===== src/rtl/muldiv_unit.sv =====
// Multi-cycle RV32M multiply/divide unit with ROB-tagged, backpressured result.
// Define MULDIV_DIV_EARLY_OUT_EN to retire |a| < |b| divides right after setup.
module muldiv_unit #(
  parameter int unsigned XLEN       = 32,
  parameter int unsigned TAG_W      = 5,
  parameter int unsigned MUL_STAGES = 2
) (
  input  logic             clk,
  input  logic             rst_n,
  input  logic             flush,
  input  logic             in_valid,
  output logic             in_ready,
  input  logic [2:0]       in_op,
  input  logic [XLEN-1:0]  in_a,
  input  logic [XLEN-1:0]  in_b,
  input  logic [TAG_W-1:0] in_tag,
  output logic             out_valid,
  input  logic             out_ready,
  output logic [XLEN-1:0]  out_data,
  output logic [TAG_W-1:0] out_tag
);

  localparam int unsigned CNT_W    = $clog2(XLEN + MUL_STAGES) + 1;
  localparam int unsigned MUL_LAST = (MUL_STAGES >= 2) ? MUL_STAGES - 2 : 0;
  localparam logic [XLEN-1:0] INT_MIN = {1'b1, {(XLEN-1){1'b0}}};

  typedef enum logic [1:0] {IDLE, MUL, DIV, DONE} state_e;

  state_e            state_q, state_d;
  logic [CNT_W-1:0]  cnt_q, cnt_d;
  logic [2:0]        op_q, op_d;
  logic [XLEN-1:0]   a_q, a_d, b_q, b_d, rem_q, rem_d;
  logic              neg_quo_q, neg_quo_d, neg_rem_q, neg_rem_d;
  logic              out_valid_d;
  logic [XLEN-1:0]   out_data_d;
  logic [TAG_W-1:0]  out_tag_d;

  logic              accept;
  logic              a_neg, b_neg;
  logic [XLEN-1:0]   a_mag, b_mag;

  assign in_ready = rst_n && (state_q == IDLE) && !flush;
  assign accept   = in_valid && in_ready;

  // Multiplier sees live inputs in IDLE so a single-stage build can finish at accept.
  logic [2:0]        mul_op;
  logic [XLEN-1:0]   mul_a, mul_b;
  logic              mul_a_sgn, mul_b_sgn;
  logic [2*XLEN-1:0] mul_a_ext, mul_b_ext, prod;
  logic [XLEN-1:0]   mul_res;

  assign mul_op    = (state_q == IDLE) ? in_op : op_q;
  assign mul_a     = (state_q == IDLE) ? in_a  : a_q;
  assign mul_b     = (state_q == IDLE) ? in_b  : b_q;
  assign mul_a_sgn = (mul_op == 3'd1) || (mul_op == 3'd2);
  assign mul_b_sgn = (mul_op == 3'd1);
  assign mul_a_ext = {{XLEN{mul_a_sgn & mul_a[XLEN-1]}}, mul_a};
  assign mul_b_ext = {{XLEN{mul_b_sgn & mul_b[XLEN-1]}}, mul_b};
  assign prod      = mul_a_ext * mul_b_ext;
  assign mul_res   = (mul_op == 3'd0) ? prod[XLEN-1:0] : prod[2*XLEN-1:XLEN];

  // Sign/magnitude setup happens on the accept edge; ops 4 and 6 are signed.
  assign a_neg = !in_op[0] && in_a[XLEN-1];
  assign b_neg = !in_op[0] && in_b[XLEN-1];
  assign a_mag = a_neg ? -in_a : in_a;
  assign b_mag = b_neg ? -in_b : in_b;

  // One restoring step: a_q shifts out dividend bits and collects quotient bits.
  logic [XLEN:0]   trial;
  logic            step_ok;
  logic [XLEN-1:0] rem_step, quo_step, quo_fin, rem_fin, early_rem;
  logic            early;

  assign trial     = {rem_q, a_q[XLEN-1]} - {1'b0, b_q};
  assign step_ok   = !trial[XLEN];
  assign rem_step  = step_ok ? trial[XLEN-1:0] : {rem_q[XLEN-2:0], a_q[XLEN-1]};
  assign quo_step  = {a_q[XLEN-2:0], step_ok};
  assign quo_fin   = neg_quo_q ? -quo_step : quo_step;
  assign rem_fin   = neg_rem_q ? -rem_step : rem_step;
  assign early_rem = neg_rem_q ? -a_q : a_q;

`ifdef MULDIV_DIV_EARLY_OUT_EN
  assign early = (cnt_q == '0) && (a_q < b_q);
`else
  assign early = 1'b0;
`endif

  // Next-state and datapath update.
  always_comb begin
    state_d    = state_q;
    cnt_d      = cnt_q;
    op_d       = op_q;
    a_d        = a_q;
    b_d        = b_q;
    rem_d      = rem_q;
    neg_quo_d  = neg_quo_q;
    neg_rem_d  = neg_rem_q;
    out_data_d = out_data;
    out_tag_d  = out_tag;
    unique case (state_q)
      IDLE: begin
        if (accept) begin
          op_d      = in_op;
          out_tag_d = in_tag;
          cnt_d     = '0;
          if (!in_op[2]) begin
            a_d = in_a;
            b_d = in_b;
            if (MUL_STAGES == 1) begin
              state_d    = DONE;
              out_data_d = mul_res;
            end else begin
              state_d = MUL;
            end
          end else if (in_b == '0) begin
            state_d    = DONE;
            out_data_d = in_op[1] ? in_a : '1;
          end else if (!in_op[0] && (in_a == INT_MIN) && (in_b == '1)) begin
            state_d    = DONE;
            out_data_d = in_op[1] ? '0 : in_a;
          end else begin
            state_d   = DIV;
            a_d       = a_mag;
            b_d       = b_mag;
            rem_d     = '0;
            neg_quo_d = a_neg ^ b_neg;
            neg_rem_d = a_neg;
          end
        end
      end
      MUL: begin
        cnt_d = cnt_q + CNT_W'(1);
        if (cnt_q == CNT_W'(MUL_LAST)) begin
          state_d    = DONE;
          out_data_d = mul_res;
        end
      end
      DIV: begin
        if (early) begin
          state_d    = DONE;
          out_data_d = op_q[1] ? early_rem : '0;
        end else begin
          cnt_d = cnt_q + CNT_W'(1);
          a_d   = quo_step;
          rem_d = rem_step;
          if (cnt_q == CNT_W'(XLEN - 1)) begin
            state_d    = DONE;
            out_data_d = op_q[1] ? rem_fin : quo_fin;
          end
        end
      end
      DONE: begin
        if (out_ready) state_d = IDLE;
      end
      default: state_d = IDLE;
    endcase
    if (flush) state_d = IDLE;
    out_valid_d = (state_d == DONE);
  end

  always_ff @(posedge clk or negedge rst_n) begin
    if (!rst_n) begin
      state_q   <= IDLE;
      cnt_q     <= '0;
      op_q      <= '0;
      a_q       <= '0;
      b_q       <= '0;
      rem_q     <= '0;
      neg_quo_q <= 1'b0;
      neg_rem_q <= 1'b0;
      out_valid <= 1'b0;
      out_data  <= '0;
      out_tag   <= '0;
    end else begin
      state_q   <= state_d;
      cnt_q     <= cnt_d;
      op_q      <= op_d;
      a_q       <= a_d;
      b_q       <= b_d;
      rem_q     <= rem_d;
      neg_quo_q <= neg_quo_d;
      neg_rem_q <= neg_rem_d;
      out_valid <= out_valid_d;
      out_data  <= out_data_d;
      out_tag   <= out_tag_d;
    end
  end

endmodule


===== config.mk =====
export PLATFORM = sky130hd
export DESIGN_NAME = muldiv_unit
export DESIGN_NICKNAME = d
export VERILOG_FILES = /design/src/rtl/muldiv_unit.sv
export SDC_FILE = /design/constraint.sdc
export NUM_CORES = 2
export LEC_CHECK = 0
export ABC_AREA = 1
export BUFFER_PORTS_ARGS = -buffer_cell sky130_fd_sc_hd__buf_2
export CAP_MARGIN = 20
export CORE_ASPECT_RATIO = 2
export CORE_UTILIZATION = 65
export DETAILED_ROUTE_END_ITERATION = 16
export PLACE_DENSITY = 0.93
export SYNTH_ARGS = -nofsm -noshare
export SYNTH_HDL_FRONTEND = slang
export SYNTH_SLANG_ARGS = --single-unit
export TNS_END_PERCENT = 1

===== constraint.sdc =====
create_clock -name clk -period 9.7 [get_ports clk]
set_input_delay 0 -clock clk [delete_from_list [all_inputs] [get_ports clk]]
set_output_delay 0 -clock clk [all_outputs]
set_load 0.01 [all_outputs]

==> metrics.md, run 1 <==
| Metric | Value |
|---|---|
| Width of the die | `just over 200 microns` |
| Error | `[ERROR GRT-0116] Global routing finished with congestion. Check the congestion regions in the DRC Viewer.` |
| Net count after synthesis | `8547` |
| Mapped Cells | `just over 7000` |
| Largest buffer count on any clock path | `3` |
| Placer Congestion | `about 1.1` |
| Stop stage | `5_1_grt` |
| Flops & latches, synth | `148` |
| Buffer cell driving the clock tree root | `sky130_fd_sc_hd__clkbuf_16` |
| Distinct cell type count of the synthesized netlist | `between 60 and 70` |
| Total placed cells including tap cells | `8464` |
| Top flip-flop cell by instance count after synthesis | `sky130_fd_sc_hd__dfrtp_1` |
| Number of port buffers | `between 100 and 150` |
| Setup fix buffers added after clock tree synthesis | `0` |
| Maximum number of pins on one net before global-route repair | `72` |
| Area share of the largest cell type after synthesis | `between 40% and 50%` |
| Proportion of synthesized flip-flops having asynchronous set or reset | `between 90% and 100%` |
| Clock buffers created by TritonCTS | `25` |
| Starting Density | `roughly two thirds` |
| Sum of overflow across all layers after global routing | `14` |
| Overall Global Routing Usage | `between 60% and 70%` |
| Die outline height | `406.9 microns` |
| Number of flops mapped to enable cells by yosys | `0` |
| Netlist Area Pre-Place | `about 0.053 sq mm` |
| H-tree depth | `4` |
| HPWL after detailed placement | `approximately 190 mm` |
| Cell row count | `148` |
| Via count of the first global-routing pass | `about 60000` |
| Result of the run | `did not finish` |
| Dominant cells by area after synthesis | `sky130_fd_sc_hd__fa_1, sky130_fd_sc_hd__inv_1, sky130_fd_sc_hd__nand2_1` |
| First-pass GRT wire length | `383.7 mm` |
| Register area share after synthesis | `6.951%` |
| Clock Sink Count | `148` |
| Avg Synthesized Cell Area | `roughly 7.5 sq um` |
| Cell type with the largest total area after synthesis | `sky130_fd_sc_hd__fa_1` |
| Boundary Pins | `between 100 and 150` |
| Synth Warn # | `0` |
-- metrics by stage --
step           cell area [sq um]  hold WS, ps  setup WS [ps]  utilization (%)
3_3_place_gp               58430       -29.72          99.75            71.88
2_1_floorplan              53280       -295.6          771.8                -
3_5_place_dp               58430       -27.52          24.86            71.88
4_1_cts                    59830        1.811          1.743            73.60
-- cells by family after synthesis --
family / after synthesis / synth area share (%)
adders and majority gates: 1383 / 48.34
buffers and inverters: 1986 / 14.17
and+or+nand+nor: 2727 / 21.05
AOI/OAI and AO/OA: 729 / 7.590
muxes: 5 / 0.1057
xor gates and xnor gates: 109 / 1.792
DFF: 148 / 6.951
-- cells in the mapped netlist (all sizes together) (29+ instances only) --
cell type and count:
a21oi 209, a31oi 52, buf 29, clkbuf 248
dfrtp 148, fa 1126, ha 257, inv 1690
nand2 1689, nand3 219, nand4 45, nor2 674
nor3 52, o211ai 34, o21ai 349, o22ai 30
xnor2 37, xor2 72
-- what timing repair did --
| action | 4_1_cts |
|---|---|
| gates resized for setup | 1 |
| hold buffers | 65 |
| hold endpoints to repair | 114 |
| setup endpoints to repair | 1 |
-- routing by layer --
layer  track usage (%)  GRT overflow
met1             61.14             0
met2             91.63             9
met3             35.90             0
met4             72.37             5
met5             6.598             0
==> run 2, diff against run 1 <==
Settings changed: CORE_ASPECT_RATIO 2 to unset, CORE_UTILIZATION 65 to 40, PLACE_DENSITY 0.93 to unset, PLACE_DENSITY_LB_ADDON set to 0.15.
==> run 2 against run 1 <==
  * The run now ends clean
  * Area after synthesis unchanged
  * Synthesized cell count did not move
==> metrics.md, run 2 <==
| Metric | Value |
|---|---|
| Crit share post-route | `96.68%` |
| Cells on worst reg2reg path | `between 40 and 50` |
| Placer Congestion | `0.9991 (-11%)` |
| Ratio of cells with drive above 1 in the final layout | `between 10% and 20%` |
| Number of flops mapped to enable cells by yosys | `0 (unchanged)` |
| Hold WC Path Type | `input pin to register` |
| Mapped Cells | `7087 (unchanged)` |
| Clock Sink Count | `148 (unchanged)` |
| Netlist Area Pre-Place | `0.05328 sq mm (unchanged)` |
| Post-detailed-route count of antenna-violating nets | `0` |
| Clock buffers created by TritonCTS | `17 (-32%)` |
| Area of all placed cells without fillers | `around 0.06 sq mm` |
| Instance area after placement | `0.05963 sq mm (+2.0%)` |
| Most frequent standard cell in the layout excluding fill and tap cells | `sky130_fd_sc_hd__inv_1` |
| Nets@finish | `roughly 9000` |
| Clock insertion delay at the later pin of the skew report | `between 500 and 600 ps` |
| Max Fclk | `roughly 0.11 GHz` |
| Critical path peak fanout | `35` |
| Flops & latches, synth | `148 (unchanged)` |
| Post-DR vias/cell | `5.320` |
| Starting Density | `40.43% (-25 points)` |
| Total placed cells including tap cells | `9184 (+8.5%)` |
| Slew Limit Fails | `0` |
| Hold path startpoint | `in_b[0]` |
| Cell row count | `133 (-10%)` |
| Clock tree from TritonCTS | `built` |
| Result of the run | `complete, no violations` |
| Required time of the critical path | `~10000 ps` |
| H-tree depth | `4 (unchanged)` |
| Hold Fails Final Rpt | `0` |
| Proportion of synthesized flip-flops having asynchronous set or reset | `100.0% (unchanged)` |
| Kind of end point of the critical path | `register` |
| Commonest non-fill, non-tap cells in the layout | `sky130_fd_sc_hd__inv_1, sky130_fd_sc_hd__nand2_1, sky130_fd_sc_hd__fa_1` |
| Count of placed standard cells in the final layout, fillers left out | `9273` |
| Area inside the core boundary | `0.1318 sq mm` |
| Net count after synthesis | `8547 (unchanged)` |
| DRC violations left | `0` |
| Die Outline Area | `roughly 0.13 sq mm` |
| Avg Synthesized Cell Area | `7.518 sq um (unchanged)` |
| CP Launch Type | `register` |
| Slowest stage cell on the critical path | `sky130_fd_sc_hd__o21ai_2` |
| Max-cap violations | `0` |
| Depth of the worst hold-timing path | `3` |
| Unrepaired setup endpoints after global routing | `true` |
| Detailed Route WL | `223.8 mm` |
| Top flip-flop cell by instance count after synthesis | `sky130_fd_sc_hd__dfrtp_1` |
| Total via count in the routed design | `approximately 49000` |
| Drt wl/cell | `between 20 and 25 microns` |
| Number of port buffers | `115 (unchanged)` |
| Clock Pin Slew Worst Setup and Hold Paths | `around 70 ps` |
| Synth Warn # | `0 (unchanged)` |
| Worst-case headroom to the max-slew limit | `~20%` |
| Delay contributed by the slowest stage of the critical path | `about 600 ps` |
| Worst reg-to-reg setup slack | `320 ps` |
| Hold EP | `b_q[0]$_DFFE_PN0P_` |
| Detailed-routing iteration count for the pre-antenna-repair pass | `6` |
| Register area share after synthesis | `6.951% (unchanged)` |
| Hold_ws | `between 20 and 30 ps` |
| Distinct cell type count of the synthesized netlist | `61 (unchanged)` |
| Buffer cell driving the clock tree root | `sky130_fd_sc_hd__clkbuf_16` |
| Most instantiated library cell after synthesis | `sky130_fd_sc_hd__inv_1` |
| Worst R2R Start | `state_q[0]$_DFF_PN0_` |
| Overall Global Routing Usage | `around 34%` |
| First-pass GRT wire length | `334.6 mm` |
| Period minus WS final | `between 9000 and 10000 ps` |
| Maximum number of pins on one net before global-route repair | `73` |
| Via count of the first global-routing pass | `around 50000` |
| Arr. time, crit path | `between 9000 and 10000 ps` |
| Setup TNS | `0 ps` |
| Boundary Pins | `116 (unchanged)` |
| Die outline height | `367.0 microns (-9.8%)` |
| Critical path type | `register to register` |
| Cell seen most often among critical-path stages | `sky130_fd_sc_hd__fa_1` |
| Sum of overflow across all layers after global routing | `0` |
| Worst clock skew on the final layout | `27.84 ps` |
| Dominant cells by area after synthesis | `sky130_fd_sc_hd__fa_1, sky130_fd_sc_hd__inv_1, sky130_fd_sc_hd__nand2_1` |
| List of most frequent post-synthesis cells | `sky130_fd_sc_hd__inv_1, sky130_fd_sc_hd__nand2_1, sky130_fd_sc_hd__fa_1` |
| Critical register-to-register path endpoint | `out_data[28]$_DFFE_PN0P_` |
| Width of the die | `367.0 microns (+79%)` |
| Drt first-iter violations | `just under 5000` |
| Area overhead of the layout relative to synthesis | `14.35%` |
| Transition time at the pin with the least slew margin | `1196 ps` |
| Largest buffer count on any clock path | `2 (-1)` |
| HPWL after detailed placement | `188.9 mm (-1.5%)` |
| Number of antenna violations at the first check in global routing | `6` |
| Area share of the largest cell type after synthesis | `42.31% (unchanged)` |
| Total of endpoints with negative setup slack in the final report | `0` |
| Cell type with the largest total area after synthesis | `sky130_fd_sc_hd__fa_1` |
run 2: cells by family after synthesis:
logic type      Yosys count  synth area share [%]
simple gates           2727                 21.05
buf+inv                1986                 14.17
fa+ha+maj              1383                 48.34
compound gates          729                 7.590
flops                   148                 6.951
xor+xnor                109                 1.792
mux                       5                0.1057
run 2: layout make-up:
| class | instances | area (sq um) |
|---|---|---|
| clock buffer | 17 | 425.4 |
| fill | 13520 | 70870 |
| multi-input combinational | 4953 | 42430 |
| tap | 1755 | 2196 |
| clock inverter | 15 | 187.7 |
| antenna | 5 | 12.51 |
| timing repair buffer | 671 | 5544 |
| sequential | 148 | 3704 |
| inverter | 1709 | 6431 |
run 2: timing repair:
action,in CTS,in global routing
endpoints found under the hold margin,111,0
hold buffers,49,0
setup buffers,0,1
resized for setup,0,31
setup endpoints to repair,0,31
run 2: metrics by stage:
step	utilization [%]	setup WS [ps]
finish	46.23	321.8
CTS	46.08	153.9
global placement	45.22	180.2
detailed placement	45.24	229.7
floorplan	-	771.8
global route	46.22	-14.50
run 2: routing by layer:
layer / up-vias / GRT usage [%] / share of wire, %
met5: - / 0 / 0.017
met4: 6 / 11.94 / 4.2
met2: 2285 / 50.77 / 43
li1: 21810 / - / -
met3: 356 / 7.219 / 9.7
met1: 24870 / 47.82 / 43
run 2: critical path: cells and delay by family, from the launching register on:
family / cells / cell delay [ps]
adder cells (fa/ha/maj): 10 / 4350
AO/OA/AOI/OAI: 6 / 1560
AND/OR/NAND/NOR: 10 / 840
flip-flops: 1 / 390
buffers and inverters: 15 / 2080
run 2: how the worst max path moves through the flow:
stage,cells after the start,startpoint,end
2_1_floorplan,39,state_q[0]$_DFF_PN0_,out_data[31]$_DFFE_PN0P_
3_5_place_dp,36,state_q[0]$_DFF_PN0_,out_data[28]$_DFFE_PN0P_
6_report,41,state_q[0]$_DFF_PN0_,out_data[28]$_DFFE_PN0P_
4_1_cts,36,state_q[0]$_DFF_PN0_,out_data[28]$_DFFE_PN0P_
3_3_place_gp,38,state_q[0]$_DFF_PN0_,out_data[30]$_DFFE_PN0P_
5_1_grt,38,state_q[1]$_DFF_PN0_,out_data[25]$_DFFE_PN0P_
Power of run 2 is not shown: default switching activity piles up to over one toggle a cycle in this logic, so the estimate is an artifact.
